===== src/rtl/instr_fetch_unit.sv =====
`default_nettype none
// ============================================================================
// Module : instr_fetch_unit
// Fetch stage: PC, in-order imem req/gnt/rvalid, DEPTH-entry FIFO to decode.
// Rev    : 1.0
// ============================================================================
module instr_fetch_unit #(
   parameter int                    ADDR_WIDTH = 32,
   parameter int                    DATA_WIDTH = 32,
   parameter logic [ADDR_WIDTH-1:0] RESET_PC   = '0,
   parameter int                    DEPTH      = 2
) (
   input  logic                  clk_i,
   input  logic                  rst_i,
   output logic                  imem_req_o,
   output logic [ADDR_WIDTH-1:0] imem_addr_o,
   input  logic                  imem_gnt_i,
   input  logic                  imem_rvalid_i,
   input  logic [DATA_WIDTH-1:0] imem_rdata_i,
   input  logic                  redirect_i,
   input  logic [ADDR_WIDTH-1:0] redirect_pc_i,
   output logic                  instr_valid_o,
   output logic [DATA_WIDTH-1:0] instr_o,
   output logic [ADDR_WIDTH-1:0] pc_o,
   output logic [ADDR_WIDTH-1:0] pc_plus4_o,
   input  logic                  instr_ready_i
);

   localparam int                    CW         = $clog2(DEPTH + 1);
   localparam int                    PW         = (DEPTH > 1) ? $clog2(DEPTH) : 1;
   localparam int                    C_LAST_INT = DEPTH - 1;
   localparam logic [PW-1:0]         C_LAST     = C_LAST_INT[PW-1:0];
   localparam logic [CW:0]           C_DEPTH    = DEPTH[CW:0];
   localparam logic [DATA_WIDTH-1:0] C_NOP      = DATA_WIDTH'(32'h0000_0013);
   localparam logic [ADDR_WIDTH-1:0] C_FOUR     = ADDR_WIDTH'(4);
   localparam logic [CW-1:0]         C_ONE      = CW'(1);

   logic [ADDR_WIDTH-1:0] pc_q, pc_d;
   logic [CW-1:0]         outstanding_q, outstanding_d;
   logic [CW-1:0]         discard_q, discard_d;
   logic [CW-1:0]         count_q, count_d;
   logic [PW-1:0]         fifo_rd_q, fifo_rd_d, fifo_wr_q, fifo_wr_d;
   logic [PW-1:0]         ifq_rd_q, ifq_rd_d, ifq_wr_q, ifq_wr_d;
   logic [DATA_WIDTH-1:0] fifo_instr_q [DEPTH];
   logic [DATA_WIDTH-1:0] fifo_instr_d [DEPTH];
   logic [ADDR_WIDTH-1:0] fifo_pc_q    [DEPTH];
   logic [ADDR_WIDTH-1:0] fifo_pc_d    [DEPTH];
   logic [ADDR_WIDTH-1:0] ifq_addr_q   [DEPTH];
   logic [ADDR_WIDTH-1:0] ifq_addr_d   [DEPTH];

   logic          pop, grant, rsp, push;
   logic [CW:0]   credit;

   function automatic logic [PW-1:0] ptr_inc(input logic [PW-1:0] p);
      return (p == C_LAST) ? '0 : p + PW'(1);
   endfunction

   always_comb begin
      instr_valid_o = (count_q != '0);
      instr_o       = instr_valid_o ? fifo_instr_q[fifo_rd_q] : C_NOP;
      pc_o          = instr_valid_o ? fifo_pc_q[fifo_rd_q] : '0;
      pc_plus4_o    = instr_valid_o ? fifo_pc_q[fifo_rd_q] + C_FOUR : '0;
      imem_addr_o   = pc_q;

      pop    = instr_valid_o & instr_ready_i & ~redirect_i;
      // Buffered words plus in-flight requests never exceed DEPTH, so no overflow.
      credit = {1'b0, outstanding_q} + {1'b0, count_q} - {{CW{1'b0}}, pop};
      imem_req_o = ~rst_i & ~redirect_i & (credit < C_DEPTH);
      grant  = imem_req_o & imem_gnt_i;
      rsp    = imem_rvalid_i & (outstanding_q != '0);
      push   = rsp & (discard_q == '0) & ~redirect_i;
   end

   always_comb begin
      pc_d          = pc_q;
      outstanding_d = outstanding_q;
      discard_d     = discard_q;
      count_d       = count_q;
      fifo_rd_d     = fifo_rd_q;
      fifo_wr_d     = fifo_wr_q;
      ifq_rd_d      = ifq_rd_q;
      ifq_wr_d      = ifq_wr_q;
      fifo_instr_d  = fifo_instr_q;
      fifo_pc_d     = fifo_pc_q;
      ifq_addr_d    = ifq_addr_q;

      if (grant && !rsp) begin
         outstanding_d = outstanding_q + C_ONE;
      end else if (!grant && rsp) begin
         outstanding_d = outstanding_q - C_ONE;
      end

      if (grant) begin
         ifq_addr_d[ifq_wr_q] = pc_q;
         ifq_wr_d             = ptr_inc(ifq_wr_q);
      end
      if (rsp) begin
         ifq_rd_d = ptr_inc(ifq_rd_q);
      end

      if (redirect_i) begin
         // Everything still in flight belongs to the old path and must be dropped.
         pc_d      = redirect_pc_i;
         count_d   = '0;
         fifo_rd_d = '0;
         fifo_wr_d = '0;
         discard_d = rsp ? outstanding_q - C_ONE : outstanding_q;
      end else begin
         if (grant) begin
            pc_d = pc_q + C_FOUR;
         end
         if (rsp && (discard_q != '0)) begin
            discard_d = discard_q - C_ONE;
         end
         if (push) begin
            fifo_instr_d[fifo_wr_q] = imem_rdata_i;
            fifo_pc_d[fifo_wr_q]    = ifq_addr_q[ifq_rd_q];
            fifo_wr_d               = ptr_inc(fifo_wr_q);
         end
         if (pop) begin
            fifo_rd_d = ptr_inc(fifo_rd_q);
         end
         if (push && !pop) begin
            count_d = count_q + C_ONE;
         end else if (!push && pop) begin
            count_d = count_q - C_ONE;
         end
      end
   end

   always_ff @(posedge clk_i or posedge rst_i) begin
      if (rst_i) begin
         pc_q          <= RESET_PC;
         outstanding_q <= '0;
         discard_q     <= '0;
         count_q       <= '0;
         fifo_rd_q     <= '0;
         fifo_wr_q     <= '0;
         ifq_rd_q      <= '0;
         ifq_wr_q      <= '0;
         for (int i = 0; i < DEPTH; i++) begin
            fifo_instr_q[i] <= '0;
            fifo_pc_q[i]    <= '0;
            ifq_addr_q[i]   <= '0;
         end
      end else begin
         pc_q          <= pc_d;
         outstanding_q <= outstanding_d;
         discard_q     <= discard_d;
         count_q       <= count_d;
         fifo_rd_q     <= fifo_rd_d;
         fifo_wr_q     <= fifo_wr_d;
         ifq_rd_q      <= ifq_rd_d;
         ifq_wr_q      <= ifq_wr_d;
         fifo_instr_q  <= fifo_instr_d;
         fifo_pc_q     <= fifo_pc_d;
         ifq_addr_q    <= ifq_addr_d;
      end
   end

   a_rvalid_has_request : assert property (@(posedge clk_i) disable iff (rst_i)
      imem_rvalid_i |-> (outstanding_q != '0))
      else $error("imem_rvalid_i with no outstanding request");

endmodule
`default_nettype wire


===== config.mk =====
export PLATFORM = sky130hd
export DESIGN_NAME = instr_fetch_unit
export DESIGN_NICKNAME = d
export VERILOG_FILES = /design/src/rtl/instr_fetch_unit.sv
export SDC_FILE = /design/constraint.sdc
export NUM_CORES = 1
export LEC_CHECK = 0
export CORE_MARGIN = 2
export CORE_UTILIZATION = 45
export CTS_CLUSTER_DIAMETER = 50
export DETAILED_ROUTE_END_ITERATION = 16
export GPL_TIMING_DRIVEN = 1
export PLACE_DENSITY = 0.7
export SYNTH_ARGS = -nofsm -noshare
export SYNTH_HDL_FRONTEND = slang
export SYNTH_SLANG_ARGS = --single-unit

===== constraint.sdc =====
create_clock -name clk_i -period 14.4 [get_ports clk_i]
set_clock_uncertainty 0.1 [all_clocks]
set_input_delay 1.44 -clock clk_i [delete_from_list [all_inputs] [get_ports clk_i]]
set_output_delay 1.44 -clock clk_i [all_outputs]
set_load 0.01 [all_outputs]

# ---- Yosys cells after proc, flatten, opt, wreduce, memory -nomap -nowiden
# Cells that the tools add are included.
dict set report word_totals {
  in_bits 70
  word_cells 107
  output_inout_bits 130
  ff_bits 234
}
dict set report classes {
  n_mux 37
  addsub 13
  n_lt_le_gt_ge 7
  bitwise_logic 14
  n_reduce_logical 22
}
# operator n
set ops {}
lappend ops {{32-bit 2-to-1 mux} 16}
lappend ops {{64-bit bitwise mux} 3}
lappend ops {{32-bit by 3-bit adder with 32-bit output (second input constant)} 2}
lappend ops {{32-bit demux with 1-bit select} 2}
lappend ops {{2-bit 2-to-1 mux} 8}
lappend ops {{2-bit nonzero test} 8}
lappend ops {{1-bit bitwise AND} 8}
lappend ops {{2-bit greater-or-equal comparator (second input constant)} 4}
lappend ops {{1-bit 2-to-1 mux} 8}
lappend ops {{1-bit NOT with 2-bit output} 4}
lappend ops {{1-bit logical AND} 7}
lappend ops {{2-bit by 1-bit subtractor with 2-bit output (second input constant)} 3}
lappend ops {{1-bit adder (second input constant)} 4}
lappend ops {{2-bit by 1-bit adder with 2-bit output (second input constant)} 2}
lappend ops {{1-bit zero test} 4}
lappend ops {{2-bit by 1-bit < comparator with 1-bit output (second input constant)} 2}
lappend ops {{2-bit by 2-bit adder with 3-bit output} 1}
lappend ops {{3-bit by 2-bit < comparator with 1-bit output (second input constant)} 1}
lappend ops {{3-bit nonzero test} 1}
lappend ops {{3-bit by 1-bit subtractor with 3-bit output} 1}
lappend ops {{2-bit zero test} 1}
lappend ops {{1-bit NOT} 2}
lappend ops {{2-bit AND reduction} 1}

# ---- Depth between registers and ports, before layout
dict set report depth {
  depth_word 11
  ltp_mapped 14
}

# ---- Least setup slack after synthesis
# OpenSTA, ideal clock, no wires.
dict set report synth_timing {
  path_kind {input to output}
  from {input redirect_i}
  to {output imem_req_o}
  stages 9
  path_buffers 3
  path_slack_ns 9.339
  arrival_time_ns 3.521
  cell_sequence {clkbuf_1 > buf_1 > clkbuf_1 > nor2_1 > ha_1 > nand2b_1 > fa_1 > xor2_1 > and3_1}
}
dict set report synth_between {
  elab_chain_len 5
}
# element line_no
set synth_rtl {}
lappend synth_rtl {{start: declaration} 20} ;# input logic redirect_i,
lappend synth_rtl {{1-bit NOT (no line) (*)} --}
lappend synth_rtl {{1-bit bitwise AND} 65} ;# pop = instr_valid_o & instr_ready_i & ~redirect_i;
lappend synth_rtl {{3-bit by 1-bit subtractor with 3-bit output} 67} ;# credit = {1'b0, outstanding_q} + {1'b0, count_q} - {{CW{1'b0}}, pop};
lappend synth_rtl {{3-bit by 2-bit < comparator with 1-bit output} 68} ;# imem_req_o = ~rst_i & ~redirect_i & (credit < C_DEPTH);
lappend synth_rtl {{1-bit bitwise AND (*)} 68}
lappend synth_rtl {{end: declaration} 15} ;# output logic imem_req_o,
# Every way passes the cells marked *; elsewhere a longest branch is shown, timed or not.

# ---- Worst setup path in the final report
dict set report layout_timing {
  from {register fifo_rd_q}
  to {output pc_plus4_o[28]}
}
dict set report layout_between {
  elab_chain_len 6
}
# element line_no
set layout_rtl {}
lappend layout_rtl {{start: declaration} 42} ;# logic [PW-1:0] fifo_rd_q, fifo_rd_d, fifo_wr_q, fifo_wr_d;
lappend layout_rtl {{start signal: assignment} 151} ;# fifo_rd_q <= fifo_rd_d;
lappend layout_rtl {{1-bit NOT with 2-bit output (not written as such)} 62} ;# pc_plus4_o = instr_valid_o ? fifo_pc_q[fifo_rd_q] + C_FOUR : '0;
lappend layout_rtl {{32-bit 2-to-1 mux (not written as such) (3 in a row)} 62}
lappend layout_rtl {{32-bit by 3-bit adder with 32-bit output} 62}
lappend layout_rtl {{32-bit 2-to-1 mux} 62}
lappend layout_rtl {{end: declaration} 25} ;# output logic [ADDR_WIDTH-1:0] pc_plus4_o,
# No other way between the ends. The select of a mux whose other input is x is not followed.

==> results.md <==
CTS
• 60 ps — clock transition time at the flip-flop clock pins of the worst setup and hold paths
• 234 — sinks on the clock net
• 1 — CTS H-tree depth
• built — clock tree from TritonCTS
• 29 — Inserted Clock Buffers
• sky130_fd_sc_hd__clkbuf_16 — root cell of the clock tree
• 0 — number of gates resized after cts
• 3 — CTS Buffer Depth
• 530 ps — worst-skew pair later-pin latency
• 0 — CTS Hold Buffers Added
• 0 — Post-CTS Setup Bufs

Synth
• 1116 — cells after synthesis
• 0 — Post-synth EDFFs
• sky130_fd_sc_hd__dfrtp_1 50%, sky130_fd_sc_hd__mux2_2 13%, sky130_fd_sc_hd__mux2i_1 8.1%, sky130_fd_sc_hd__nor2_1 4.5%, sky130_fd_sc_hd__nand2_1 3.5% — leading post-synthesis cells by cell area
• 10.43 µm² — Avg Inst Size Synth
• 11640 µm² — cell area after synthesis
• 234 — number of synthesized register bits
• 50.28% — proportion of netlist area held by the largest area contributor
• sky130_fd_sc_hd__dfrtp_1 — dominant cell type by area after synthesis
• 0 — Warnings, synthesis
• 50.28% — sequential fraction of the synthesis area
• sky130_fd_sc_hd__dfrtp_1 — most used flip-flop cell after synthesis
• 54 — distinct cell type count of the synthesized netlist
• 100.0% — Async SR Flop Fraction
• 1194 — Mapped Nets

Global routing
• 0 — total overflow reported by the global router
• 0 — initial antenna violation count
• 20.93% — total routing resource utilization after global routing
• 133 — largest net degree at the start of global routing
• 45.86 mm — first-pass GRT wire length
• 8832 — vias in the first global route

Critical path
• buf_4 > nand4_1 > a22oi_1 > nand4_1 > o31a_1 > nor3_1 > clkdlybuf4s50_1 — worst-path cell chain
• 790 ps — highest cell delay on the worst timing path
• reg2out — critical path class
• 4560 ps — data arrival time of the worst path
• buffers and inverters — category of cells accounting for the largest share of critical-path delay
• 2 — crit path buf inv count
• 12860 ps — required time of the critical path
• 65 — critical-path maximum fanout
• flop — startpoint types
• 15 — cell count of the worst reg-to-reg path
• 7 — Worst path depth
• sky130_fd_sc_hd__buf_4 — standard cell with the maximum stage delay on the critical path
• sky130_fd_sc_hd__nand4_1 — CP most frequent cell
• output port — kind of capture point of the worst setup path

STA
• 6096 ps — minimum clock period after layout
• no — setup repair after global routing missed its margin
• 42.33% — period utilization
• 26.00% — relative slew slack
• 164.1 MHz — highest achievable clock rate
• 0 — count of final hold-check violations
• 0 — final number of max-transition violations
• 0 — count of endpoints failing setup in the final report
• 1110 ps — transition time of the tightest slew-check pin
• 0 ps — setup_tns

Die
• 200 — number of primary I/O pins
• 27180 µm² — Die ar.
• 25330 µm² — floorplan core area
• 58 — Cell Rows
• 164.9 µm — width of the chip
• 45.98% — initial cell density of the core
• 164.9 µm — Die Span Y

Power and ir drop
• 6.201 nW — LEAKAGE
• 0.08816 mV — worst vdd rail ir drop
• 0.002591 W — total design power
• 174.6 nW/µm² — ratio of total power to cell area

Layout
• 0 — antenna fix cells
• 27.40% — Syn-to-layout area delta
• 15.53% — fraction of final layout cells with drive strength greater than 1
• 1364 — Total Nets Final

Run status
• complete, no violations — run status

Place
• 199 — number of port buffers
• 19.10 mm — DPL Wire Length
• 0.8542 — RD Place Congestion

Drt
• 17.32 µm — detailed-route wire length per cell
• 8996 — total via count after detailed routing
• 5 — first drt pass iteration count
• 28.36 mm — final WL
• 5.495 — detail-routed via count per cell
• 719 — count of routing violations after the opening detailed-route iteration
• 0 — ANT nets after route
• 0 — DRC violation count after routing

Hold path
• 2 — hold-critical path depth
• reg2reg — Hold WC Path Type

Job
• 0 — number of max-cap violations

## layout make-up
class | count | area [µm²]
clock inverters | 14 | 138.9
inverters | 14 | 60.06
fillers | 2135 | 10490
repair buffers | 210 | 2069
multi-input cells | 797 | 5464
flip-flops and latches | 234 | 5861
well taps | 330 | 412.9
clock buffers | 38 | 829.5
## Yosys cell counts (6+ instances only)
master,instances
sky130_fd_sc_hd__nand4_1,19
sky130_fd_sc_hd__nor2b_1,11
sky130_fd_sc_hd__nand3b_1,8
sky130_fd_sc_hd__o211ai_1,7
sky130_fd_sc_hd__nand2_1,108
sky130_fd_sc_hd__inv_1,13
sky130_fd_sc_hd__clkbuf_1,47
sky130_fd_sc_hd__mux2i_1,94
sky130_fd_sc_hd__nor2_1,141
sky130_fd_sc_hd__o31ai_1,6
sky130_fd_sc_hd__buf_1,8
sky130_fd_sc_hd__o311ai_0,9
sky130_fd_sc_hd__dfrtp_1,234
sky130_fd_sc_hd__buf_2,10
sky130_fd_sc_hd__nor3_1,13
sky130_fd_sc_hd__nor4_1,8
sky130_fd_sc_hd__xnor2_1,17
sky130_fd_sc_hd__nand3_1,34
sky130_fd_sc_hd__ha_1,7
sky130_fd_sc_hd__a21oi_1,44
sky130_fd_sc_hd__nand4b_1,6
sky130_fd_sc_hd__xor2_1,7
sky130_fd_sc_hd__o21ai_0,73
sky130_fd_sc_hd__mux2_2,130
## layer usage
layer  track usage [%]  vias to the layer above  wire [µm]
li1                  -                     4298          -
met1             31.30                     4384      13710
met2             32.14                      283      12380
met3             3.641                       31       1915
met4             4.111                        0        359
met5                 0                        -          0
## cells in the final DEF (no fill, tap or decap), drive strengths merged, types with 12 or more instances in the layout
cell,netlist,routed
o21ai,73,73
clkbuf,49,38
nand3,35,35
dfrtp,234,234
nand4,19,19
xnor2,17,17
nor2,141,141
inv,14,19
nand2,108,108
mux2i,94,94
clkdlybuf4s50,0,198
buf,22,12
mux2,130,130
a21oi,44,44
nor3,13,13
## flip-flops by register name (all words and copies together), names as in the netlist
register / flops
fifo_instr_q: 64
fifo_pc_q: 64
ifq_addr_q: 64
imem_addr_o: 32
count_q: 2
discard_q: 2
outstanding_q: 2
fifo_rd_q: 1
fifo_wr_q: 1
ifq_rd_q: 1
ifq_wr_q: 1
## power breakdown
group          switching (W)  total, W  internal (W)  leakage (nW)
registers           0.000196   0.00109      0.000890          2.98
clock network       0.000285  0.000712      0.000428         0.477
logic               0.000378  0.000793      0.000414          2.74
## worst reg2reg max path, stage by stage (launching register included)
cell,delay [ps]
sky130_fd_sc_hd__dfrtp_1,430
sky130_fd_sc_hd__nor2_4,110
sky130_fd_sc_hd__buf_4,650
sky130_fd_sc_hd__inv_1,520
sky130_fd_sc_hd__nand2_1,260
sky130_fd_sc_hd__nor2_1,60
sky130_fd_sc_hd__ha_1,280
sky130_fd_sc_hd__nand2b_1,150
sky130_fd_sc_hd__fa_1,380
sky130_fd_sc_hd__xor2_1,180
sky130_fd_sc_hd__nand4_1,90
sky130_fd_sc_hd__buf_4,330
sky130_fd_sc_hd__inv_2,260
sky130_fd_sc_hd__nand2_1,130
sky130_fd_sc_hd__buf_4,420
sky130_fd_sc_hd__mux2_2,400
## stage by stage
stage	instances	utilization (%)	hold WS (ps)	instance area [µm²]	worst slack [ps]
floorplan	1116	-	349.6	11640	6442
global placement	1585	54.75	361.3	13870	8911
detailed placement	1585	54.75	369.6	13870	8865
CTS	1637	58.58	383.1	14840	8288
global route	1637	58.58	394.3	14840	8022
finish	1637	58.58	377.5	14840	8304
## logic make-up after synthesis
kind of cell               Yosys count  synth area share (%)
adders and majority gates            8                0.9240
xor gates and xnor gates            24                 1.805
muxes                              224                 20.65
buffers and inverters               85                 3.030
DFF                                234                 50.28
and+or+nand+nor                    373                 14.71
AOI/OAI and AO/OA                  168                 8.596
## worst paths after layout
kind	from	endpoint	slack, ps
max	fifo_rd_q$_DFFE_PP0P_	pc_plus4_o[28]	8300
min	fifo_pc_q[31]$_DFFE_PP0P_	fifo_pc_q[31]$_DFFE_PP0P_	380
min in group asynchronous	rst_i	imem_addr_o[8]$_DFFE_PP0P_	1460
max in group asynchronous	rst_i	fifo_rd_q$_DFFE_PP0P_	11460
max reg2reg	count_q[0]$_DFFE_PP0P_	ifq_addr_q[13]$_DFFE_PP0P_	9530
min reg2reg	fifo_pc_q[31]$_DFFE_PP0P_	fifo_pc_q[31]$_DFFE_PP0P_	380
Power figures use the tool's default switching activity.
